File: src/rtl/prio_write_regbank.sv
// Register bank with per-channel clear and prioritised multi-port writes (last matching port wins).
// Optional registered even parity per channel when PRIO_WRITE_REGBANK_PARITY_EN is defined.
module prio_write_regbank #(
    parameter int unsigned       WIDTH    = 8,
    parameter int unsigned       CHANNELS = 4,
    parameter int unsigned       PORTS    = 2,
    parameter logic [WIDTH-1:0]  CLR_VAL  = '0,
    parameter int unsigned       SELW     = 2
) (
    input  logic                         clock,
    input  logic                         reset,
    input  logic [CHANNELS-1:0]          clr_en,
    input  logic [PORTS-1:0]             wr_en,
    input  logic [PORTS*SELW-1:0]        wr_sel,
    input  logic [PORTS*WIDTH-1:0]       wr_data,
    output logic [CHANNELS*WIDTH-1:0]    dout,
    output logic [CHANNELS-1:0]          written,
    output logic [15:0]                  conflict_cnt,
    output logic                         bad_sel
`ifdef PRIO_WRITE_REGBANK_PARITY_EN
    ,output logic [CHANNELS-1:0]         parity
`endif
);

    logic [CHANNELS*WIDTH-1:0] nxt_dout;
    logic [CHANNELS-1:0]       nxt_written;
    logic                      conflict;
    logic                      bad;
    logic                      hit;
    logic [SELW-1:0]           sel;

    // Clear first, then ports ascending so the highest matching port lands last.
    always_comb begin
        nxt_dout    = dout;
        nxt_written = written;
        conflict    = 1'b0;
        bad         = 1'b0;
        hit         = 1'b0;
        sel         = '0;
        for (int unsigned c = 0; c < CHANNELS; c++) begin
            hit = 1'b0;
            if (clr_en[c]) begin
                nxt_dout[c*WIDTH +: WIDTH] = CLR_VAL;
                nxt_written[c]             = 1'b0;
            end
            for (int unsigned p = 0; p < PORTS; p++) begin
                sel = wr_sel[p*SELW +: SELW];
                if (wr_en[p] && (32'(sel) == c)) begin
                    if (hit) begin
                        conflict = 1'b1;
                    end
                    hit                        = 1'b1;
                    nxt_dout[c*WIDTH +: WIDTH] = wr_data[p*WIDTH +: WIDTH];
                end
            end
            if (hit) begin
                nxt_written[c] = 1'b1;
            end
        end
        for (int unsigned p = 0; p < PORTS; p++) begin
            sel = wr_sel[p*SELW +: SELW];
            if (wr_en[p] && (32'(sel) >= CHANNELS)) begin
                bad = 1'b1;
            end
        end
    end

    always_ff @(posedge clock or posedge reset) begin
        if (reset) begin
            dout         <= {CHANNELS{CLR_VAL}};
            written      <= '0;
            conflict_cnt <= '0;
            bad_sel      <= 1'b0;
        end else begin
            dout    <= nxt_dout;
            written <= nxt_written;
            if (conflict && (conflict_cnt != 16'hFFFF)) begin
                conflict_cnt <= conflict_cnt + 16'd1;
            end
            if (bad) begin
                bad_sel <= 1'b1;
            end
        end
    end

`ifdef PRIO_WRITE_REGBANK_PARITY_EN
    always_ff @(posedge clock or posedge reset) begin
        if (reset) begin
            parity <= {CHANNELS{^CLR_VAL}};
        end else begin
            for (int unsigned c = 0; c < CHANNELS; c++) begin
                parity[c] <= ^nxt_dout[c*WIDTH +: WIDTH];
            end
        end
    end
`endif

endmodule

File: config.mk
export PLATFORM = sky130hd
export DESIGN_NAME = prio_write_regbank
export DESIGN_NICKNAME = d
export VERILOG_FILES = /design/src/rtl/prio_write_regbank.sv
export SDC_FILE = /design/constraint.sdc
export NUM_CORES = 1
export LEC_CHECK = 0
export CAP_MARGIN = 25
export CORE_MARGIN = 2
export CORE_UTILIZATION = 50
export CTS_BUF_LIST = sky130_fd_sc_hd__clkbuf_4 sky130_fd_sc_hd__clkbuf_8
export CTS_CLUSTER_SIZE = 16
export DETAILED_ROUTE_END_ITERATION = 8
export DONT_BUFFER_PORTS = 1
export GPL_TIMING_DRIVEN = 0
export PLACE_DENSITY = 0.69
export RECOVER_POWER = 25
export SLEW_MARGIN = 0
export SYNTH_ARGS = -nofsm -noshare
export SYNTH_HDL_FRONTEND = slang
export SYNTH_SLANG_ARGS = --single-unit
File: constraint.sdc
create_clock -name clock -period 2.55 [get_ports clock]
set_clock_uncertainty 0.15 [all_clocks]
set_input_delay 0.51 -clock clock [delete_from_list [all_inputs] [get_ports clock]]
set_output_delay 0.51 -clock clock [all_outputs]
set_load 0.05 [all_outputs]
After elaboration in Yosys (flattened, before gate mapping)
Index checks and enable logic that the tools add are counted.
{ "word_totals": {"regBits": 52, "latchBits": 0, "ram_bits": 0, "romBits": 0, "input_bits": 28, "wordCells": 72, "n_memories": 0} }
{ "classes": {"addsub": 1, "mul": 0, "n_div": 0, "order_cmp": 0, "n_eq_ne": 7, "shifts": 0, "muxes": 36, "n_bitwise": 0, "reduce_logical": 19} }
{ "op_table": {"columns": ["operator", "count"], "rows": [
  ["8-bit 2-to-1 mux", 12],
  ["1-bit 2-to-1 mux", 24],
  ["16-bit by 1-bit adder with 16-bit output (second input constant)", 1],
  ["16-bit inequality test (second input constant)", 1],
  ["3-bit nonzero test", 4],
  ["1-bit logical AND", 9],
  ["2-bit equality test (second input constant)", 4],
  ["2-bit nonzero test", 4],
  ["2-bit by 1-bit equality test with 1-bit output (second input constant)", 2],
  ["2-bit zero test", 2]
]} }

Logic depth before layout (Yosys ltp)
Gate-level depths: netlist (run 1).
{ "logic_depth": {"ltp_word": 12, "mapped_depth": 7, "ltp_nobuf": 5} }

Worst setup path after synthesis (run 1)
OpenSTA, ideal clock, no wires.
{ "synth_path": {"path_kind": "register to register", "start": "register conflict_cnt[4]", "end": "register conflict_cnt[14]", "t_arrival_ns": 1.886, "required_time_ns": 2.318, "path_slack_ns": 0.432, "path_stages_with_launch": 6, "path_buffers": 0, "period_less_slack_ns": 2.118, "path_cell_list": "dfrtp_1 nand3_2 or2_1 or4_4 nor3_2 xor2_1"} }
{ "synth_via": {"elab_chain_cells": 2, "elab_cells_between_ends": 3, "cone_classes": "add/sub (1); eq/ne (1); reduce/logical (1)"} }
{ "synth_lines": {"columns": ["item", "line", "source"], "rows": [
  ["start, declared", "18", "output logic [15:0] conflict_cnt,"],
  ["start signal, assigned", "78", "conflict_cnt <= conflict_cnt + 16'd1;"],
  ["branches (longest 2 deep; another with 16-bit by 1-bit adder with 16-bit output)", null, null]
]} }
Several ways; the timed one is not identified.
A chain may end at the register's enable or synchronous reset.

Worst setup path in the final report (run 1)
{ "layout_path": {"start": "register conflict_cnt[0]", "end": "register conflict_cnt[9]"} }
The elaborated chain is that of the path after synthesis.

==> results of run 1 <==
layout make-up:
cell class | count | area [um2]
inverters | 7 | 26.3
multi-input cells | 169 | 1160
clock inverters | 2 | 35.0
well taps | 67 | 83.8
repair buffers | 1 | 5.00
clock buffers | 6 | 76.3
flip-flops and latches | 52 | 1300
plain buffers | 9 | 43.8
fillers | 450 | 2080
worst reg2reg max path, cell delays in order, from the launching register on:
cell	delay, ps
sky130_fd_sc_hd__dfrtp_1	610
sky130_fd_sc_hd__ha_1	370
sky130_fd_sc_hd__and4_1	200
sky130_fd_sc_hd__a211oi_1	510
sky130_fd_sc_hd__nand3_1	160
sky130_fd_sc_hd__xnor2_1	160
power by group through the flow:
stage | clock network [uW] | registers [uW] | logic [uW]
after floorplan | 0 | 1350 | 187
after global placement | 0 | 1380 | 220
after detailed placement | 0 | 1380 | 229
after CTS | 580 | 1360 | 230
after global routing | 616 | 1380 | 257
final | 569 | 1360 | 223
flip-flops by register name (all words and copies together) (netlist names):
name and count:
written 4, dout 32, conflict_cnt 16
placed cells by master (no fill, tap or decap), types with 6 or more instances in the layout:
cell type	instances
sky130_fd_sc_hd__nand3b_1	18
sky130_fd_sc_hd__nand2_1	9
sky130_fd_sc_hd__dfrtp_1	52
sky130_fd_sc_hd__o21ai_0	18
sky130_fd_sc_hd__nor2_1	6
sky130_fd_sc_hd__xnor2_1	10
sky130_fd_sc_hd__mux2i_1	32
sky130_fd_sc_hd__a21oi_1	35
sky130_fd_sc_hd__nand3_1	7
metrics by stage:
step / cell area [um2] / cells / setup WS, ps / total power, uW
floorplan: 2530 / 237 / 432 / 1540
global placement: 2620 / 304 / 73.6 / 1600
detailed placement: 2640 / 305 / 277 / 1610
CTS: 2750 / 313 / 255 / 2170
global route: 2730 / 313 / 103 / 2260
finish: 2730 / 313 / 258 / 2160
worst max-delay path by stage:
stage,to,slack (ps),cells past startpoint,from
global placement,written[3],70,1,reset
finish,conflict_cnt[9],260,5,conflict_cnt[0]
CTS,conflict_cnt[9],250,5,conflict_cnt[10]
global route,conflict_cnt[9],100,5,conflict_cnt[0]
floorplan,conflict_cnt[14],430,5,conflict_cnt[4]
detailed placement,conflict_cnt[9],280,5,conflict_cnt[10]
routing by layer:
layer	GRT usage	vias up	routed length, um
met5	0	-	0
met2	0.366	67	2900
met1	0.245	896	2290
li1	-	867	-
met4	0.0702	0	44
met3	0.0870	6	563
kinds of logic after synthesis:
| kind of cell | Yosys count | share of synthesized area |
|---|---|---|
| AO/OA/AOI/OAI | 61 | 0.125 |
| XOR/XNOR | 14 | 0.0484 |
| adder cells (fa/ha/maj) | 1 | 0.00494 |
| buffers and inverters | 16 | 0.0277 |
| flip-flops | 52 | 0.514 |
| multiplexers | 33 | 0.131 |
| other | 1 | 0.00148 |
| AND/OR/NAND/NOR | 59 | 0.147 |
==> results by stage, run 1 <==
Yosys:
- The dominant cell type by area after synthesis is sky130_fd_sc_hd__dfrtp_1.
- Synthesis inferred 52 register bits.
- The sequential area share after synthesis is 0.514.
- For this run, asynchronously set or reset flops after synthesis account for 1.00.
- The most common cell in the synthesized netlist is sky130_fd_sc_hd__dfrtp_1.
- In this run, distinct cell masters in the synthesized netlist total 36.
- The mean post-synth cell area is 10.7 um2.
- The count of mapped cells out of synthesis is 237.
- The netlist area before placement is 2530 um2.
- The number of enable-type register cells in the synthesized netlist is 0.
- Counting instances in the post-synthesis netlist gives the leading cell types as sky130_fd_sc_hd__dfrtp_1, sky130_fd_sc_hd__a21oi_1, sky130_fd_sc_hd__mux2i_1, sky130_fd_sc_hd__nand3b_1, sky130_fd_sc_hd__o21ai_0.
- Sorting the synthesized cells by area gives the leading types as sky130_fd_sc_hd__dfrtp_1, sky130_fd_sc_hd__mux2i_1, sky130_fd_sc_hd__a21oi_1.
- Of the post-synthesis cell area, the dominant cell type holds 0.514.
- The total of warnings raised by yosys is 0.
- The total nets after synthesis is 266.
- Among all flip-flop cells after synthesis, the most frequent one is sky130_fd_sc_hd__dfrtp_1.

Worst hold path:
- In this run the most critical hold path is launched from clr_en[3].
- The number of cells on the worst hold path is 1.
- The kind of path behind the tightest hold check is in2reg.
- The hold path endpoint is written[3].

Worst setup path:
- The critical setup path kind is reg2reg.
- At the worst endpoint, the required time is 2570 ps.
- The signal on the critical path passes through ha_1 > and4_1 > a211oi_1 > nand3_1 > xnor2_1.
- In this run the worst path has a maximum fanout of 5.
- The cell depth of the worst flop-to-flop path is 5.
- The worst register-to-register path begins at conflict_cnt[0].
- The capture instance of the worst register-to-register path is conflict_cnt[9].
- The reg2reg setup slack is 260 ps.
- The cell type group with the largest total delay on the critical path is flip-flops.
- Together, buffers and inverters on the worst path number 0.
- Data on the critical path arrives at its endpoint at 2320 ps.
- Among all stages on the critical path, the largest delay is contributed by sky130_fd_sc_hd__dfrtp_1.
- The endpoint kind of the worst setup timing path is a flip-flop.
- The type of element launching the critical path is a flip-flop.
- For this run, the slowest stage of the critical path takes 610 ps.

Placement:
- The placer's final routability congestion estimate is 0.819.
- The HPWL after detailed placement is 4300 um.
- During placement, the flow inserted port buffers numbering 0.

Layout:
- The area growth from synthesis to layout is 7.91%.
- The final layout net count is 274.
- The number of antenna repair diodes is 0.
- The share of the core filled with cells in the final layout is 0.567.
- The fraction of final layout cells with drive strength greater than 1 is 0.0894.

Clock network:
- Counting every sink on the clock net gives 52.
- The number of setup buffers added after CTS is 0.
- The total CTS buffers is 5.
- The maximum clock insertion buffer count is 2.
- The H-tree depth is 2.
- The count of instances resized after the clock tree is built is 0.
- The clock tree from TritonCTS is done.
- The clock latency on the worst-skew pair is 300 ps.
- The clock slew at the register clock pins of the worst setup and hold paths is 90 ps.
- The number of buffers added to fix hold violations after cts is 0.
- Clock tree synthesis selected as its root buffer the cell sky130_fd_sc_hd__clkbuf_8.

Power and ir drop:
- Power spread over the standard cell area amounts to 789 nW/um2.
- The portion of total power attributed to sequential cells is 0.632.
- The clock group share of total power is 0.264.
- The combinational share of power is 0.104.
- Of the total power, the share spent switching nets is 0.391.
- The net load switching power is 843 uW.
- The standby leakage power is 0.00130 uW.
- The worst IR drop on VDD is 0.397 mV.
- Cell internal power was estimated by the tool at 1310 uW.

Drt:
- After detailed routing, the number of remaining DRC violations is 0.
- The routed via count divided by cell count is 5.87.
- The first routing iteration left 87 violations.
- The first detailed-routing pass took 4 iterations.
- The total detailed-routing wirelength is 5800 um.
- Dividing the detail-routed wire length by the instance count gives 18.5 um.
- The count of nets left with antenna violations once routing finished came out at 0.
- Detailed routing inserted a total of 1836 vias.

Run:
- The count of max-cap constraint violations is 0.

STA:
- The worst path in the final design needs a cycle of 2290 ps, including I/O delays and setup.
- The final hold violation count is 0.
- The worst slew margin relative to its limit is 0.367.
- Setup repair after global routing left no endpoint under its margin.
- The maximum clock frequency is 0.436 GHz.
- The worst hold-check slack is 143 ps.
- The number of pins with negative max-slew slack in the final report is 0.
- For the final routed database, the setup TNS stands at 0 ps.
- Setup violations remaining at the end of the flow were counted as 0.
- In the finished design, the share of the clock period the worst path needs comes to 0.899.
- At the pin with the least slew margin, the transition time is 948 ps.

Floorplanning:
- The horizontal die dimension is 75.2 um.
- The total area inside the core boundary comes to 4820 um2.
- The initial utilization of the core area, before any placement, comes to 0.526.
- The vertical die dimension is 75.2 um.
- After floorplanning, the core was divided into 25 placement rows.
- The number of placed I/O pins is 81.
- The die covers 5650 um2.

Run status:
- The flow ran to the end, and the final reports show no timing, DRC or antenna violations.

Global route:
- Entering global routing, the biggest net connects 28 pins.
- The via count of the first global-routing pass is 1830.
- The overall routing resource usage is 0.214.
- The first-pass GRT wire length is 8980 um.
- The number of antenna violations at the first check in global routing is 0.
- The total congestion overflow is 0.
No activity file was read; power rests on OpenSTA's default activity.
==> run 2: changes to the inputs <==
--- a/config.mk
+++ b/config.mk
@@ -7,13 +7,13 @@
 export LEC_CHECK = 0
 export CAP_MARGIN = 25
 export CORE_MARGIN = 2
-export CORE_UTILIZATION = 50
+export CORE_UTILIZATION = 48
 export CTS_BUF_LIST = sky130_fd_sc_hd__clkbuf_4 sky130_fd_sc_hd__clkbuf_8
 export CTS_CLUSTER_SIZE = 16
 export DETAILED_ROUTE_END_ITERATION = 8
-export DONT_BUFFER_PORTS = 1
 export GPL_TIMING_DRIVEN = 0
-export PLACE_DENSITY = 0.69
+export HOLD_SLACK_MARGIN = 0.06
+export PLACE_DENSITY = 0.87
 export RECOVER_POWER = 25
 export SLEW_MARGIN = 0
 export SYNTH_ARGS = -nofsm -noshare
==> run 2 against run 1 <==
Hold slack improved by 200 ps. Critical path depth rose by 2. Die area rose by 3.9%. Sequential power fell by 26%. Core utilization rose by 12 points. Via count rose by 20%. Total power rose by 9.2%. Clock power fell by 11%. Non-clock buffer count rose by 79. Flip-flop and latch count did not move. Setup slack got worse by 74 ps. First-iteration DRC count rose by 54%. Critical path type is now in2reg. Highest routed layer unchanged.
==> results by stage, run 2 (synthesized netlist as in run 1, its figures left out) <==
Placement:
- The cell area after placement came to 3430 um2 (was 2640 um2).
- The total half-perimeter wirelength after legalization and detailed placement is 4860 um (was 4300 um).
- The number of placed cells counting well taps is 387 (was 305).
- The placer's final routability congestion estimate is 0.924 (was 0.819).
- The number of input and output port buffers inserted came to 79 (was 0).

Run:
- The count of max-cap constraint violations is 0 (unchanged).

Drt:
- The total detailed-routing wirelength is 6480 um (was 5800 um).
- The detail-routed net length per standard cell was 16.4 um (was 18.5 um).
- The total number of vias is 2212 (was 1836).
- The routed via count divided by cell count is 5.60 (was 5.87).
- The first-iteration detailed-routing DRC count was 134 (was 87).
- The number of iterations in the first detailed-routing pass is 4 (unchanged).
- The final antenna-violating net count is 0 (unchanged).
- The residual DRC count was 0 (unchanged).

Global route:
- The total congestion overflow was 0 (unchanged).
- The first-pass GRT wire length was 10500 um (was 8980 um).
- The number of antenna violations at the first check in global routing is 0 (unchanged).
- The via count of the first global-routing pass was 2193 (was 1830).
- The overall routing resource usage came to 0.226 (was 0.214).
- The largest net degree at the start of global routing is 33 (was 28).

Worst setup path:
- The critical setup path kind was in2reg (was reg2reg).
- The data arrival at the endpoint of the critical path came to 2450 ps (was 2320 ps).
- The type of element launching the critical path was an input port (was flip-flop).
- The endpoint kind of the worst setup timing path is a flip-flop (unchanged).
- The maximum net fanout on the critical path is 10 (was 5).
- The data required time of the critical path was 2630 ps (was 2570 ps).

Power and ir drop:
- The overall power after layout is 2350 uW (was 2160 uW).
- The worst IR drop on VDD was 0.411 mV (was 0.397 mV).
- The standby leakage power is 0.00159 uW (was 0.00130 uW).
- The power per standard cell area is 668 nW/um2 (was 789 nW/um2).

Layout:
- The number of antenna repair diodes is 0 (unchanged).
- The synthesis-to-finish area growth is 39.1% (was 7.91%).
- The flip-flop count of the largest register, all copies and words added is 32 (unchanged).
- The count of filler cells inserted in the layout came to 404 (was 450).
- The summed area of non-filler cells in the final layout is 3520 um2 (was 2730 um2).
- The fraction of final layout cells with drive strength greater than 1 was 0.0738 (was 0.0894).
- The number of non-filler instances in the completed layout is 395 (was 313).
- Biggest registers after layout: dout (32), conflict_cnt (16), written (4) (unchanged).
- The largest register by flop count is dout (unchanged).
- The final layout net count is 353 (was 274).
- The most common library cell in the layout ignoring fill and taps is sky130_fd_sc_hd__clkdlybuf4s50_1 (was sky130_fd_sc_hd__dfrtp_1).
- Most frequent cells in the layout: sky130_fd_sc_hd__clkdlybuf4s50_1, sky130_fd_sc_hd__dfrtp_1, sky130_fd_sc_hd__a21oi_1, sky130_fd_sc_hd__mux2i_1 (was sky130_fd_sc_hd__dfrtp_1, sky130_fd_sc_hd__a21oi_1, sky130_fd_sc_hd__mux2i_1, sky130_fd_sc_hd__nand3b_1, sky130_fd_sc_hd__o21ai_0).

Clock network:
- The total clock sinks is 52 (unchanged).
- The clock latency on the worst-skew pair is 300 ps (about the same).
- The number of buffers added to fix hold violations after cts came to 0 (unchanged).
- The clock tree from TritonCTS is done (unchanged).
- The maximum clock insertion buffer count is 2 (unchanged).
- The total CTS buffers is 5 (unchanged).
- The clock slew at the register clock pins of the worst setup and hold paths came to 100 ps (was 90 ps).
- The H-tree depth is 2 (unchanged).
- The clock root buffer is sky130_fd_sc_hd__clkbuf_8 (unchanged).

STA:
- The worst slew margin relative to its limit is 0.465 (was 0.367).
- The slew at the pin closest to its max-slew limit was 803 ps (was 948 ps).
- The clock period minus worst slack is 2370 ps (was 2290 ps).
- Unrepaired setup endpoints after global routing: false (unchanged).
- The sum of negative setup slack came to 0 ps (unchanged).
- The worst hold-check slack came to 340 ps (was 143 ps).
- The final hold violation count is 0 (unchanged).
- The maximum clock frequency is 0.423 GHz (was 0.436 GHz).
- The final cycle utilization of the critical path came to 0.928 (was 0.899).
- The number of pins with negative max-slew slack in the final report came to 0 (unchanged).
- The final setup violation count is 0 (unchanged).

Floorplanning:
- The horizontal die dimension is 76.6 um (was 75.2 um).
- The die area was 5870 um2 (was 5650 um2).
- The number of placed I/O pins is 81 (unchanged).
- The vertical die dimension was 76.6 um (was 75.2 um).
- The placeable core area is 5110 um2 (was 4820 um2).
- The number of core rows came to 26 (was 25).
- The starting density of the core came to 0.496 (was 0.526).

Worst hold path:
- The kind of path behind the tightest hold check is reg2reg (was in2reg).

Run status:
- Outcome: complete, no violations (unchanged).
[run 2: where the power goes]
group	switching [uW]	total, uW	internal (uW)
clock network	262	505	243
logic	546	836	290
registers	92.9	1010	920
total	901	2350	1450
[run 2: layer usage]
layer  global-route usage  wire length (um)
met5                    0                 0
met4               0.0618                75
met3               0.0450               358
met2                0.381              3240
met1                0.298              2800
[run 2: final timing paths]
kind / slack (ps) / cells after the start / end / startpoint
worst max-delay path: 180 / 7 / dout[8] / wr_sel[3]
worst min-delay path: 340 / 1 / written[2] / written[2]
worst max register to register: 550 / 5 / conflict_cnt[9] / conflict_cnt[0]
worst min register to register: 340 / 1 / written[2] / written[2]
max in group asynchronous: 360 / 3 / dout[27] / reset
min in group asynchronous: 630 / 2 / conflict_cnt[8] / reset
[run 2: cell type report]
cell class                 instances  area (um2)  area share
tap                               70        87.6      0.0249
multi-input combinational        169        1170       0.332
inverter                           7        26.3     0.00746
timing repair buffer              80         796       0.226
buffer                             9        43.8      0.0124
clock buffer                       8        97.6      0.0277
sequential                        52        1300       0.369
[run 2: stage by stage]
stage	setup slack [ps]	utilization
2_1_floorplan	432	-
3_3_place_gp	-334	0.668
3_5_place_dp	-140	0.672
4_1_cts	152	0.691
5_1_grt	28.9	0.690
6_report	185	0.690
[run 2: critical path, stage by stage]
cell and delay, ps:
sky130_fd_sc_hd__clkdlybuf4s50_1 510, sky130_fd_sc_hd__nand3b_1 200, sky130_fd_sc_hd__buf_2 210, sky130_fd_sc_hd__o21ai_1 360, sky130_fd_sc_hd__clkbuf_1 430, sky130_fd_sc_hd__a21oi_1 70, sky130_fd_sc_hd__a21oi_1 140
[run 2: timing repair]
action,in CTS,in global routing
gates resized for setup,0,2
endpoints found under the setup margin,0,2
buffers inserted,0,0
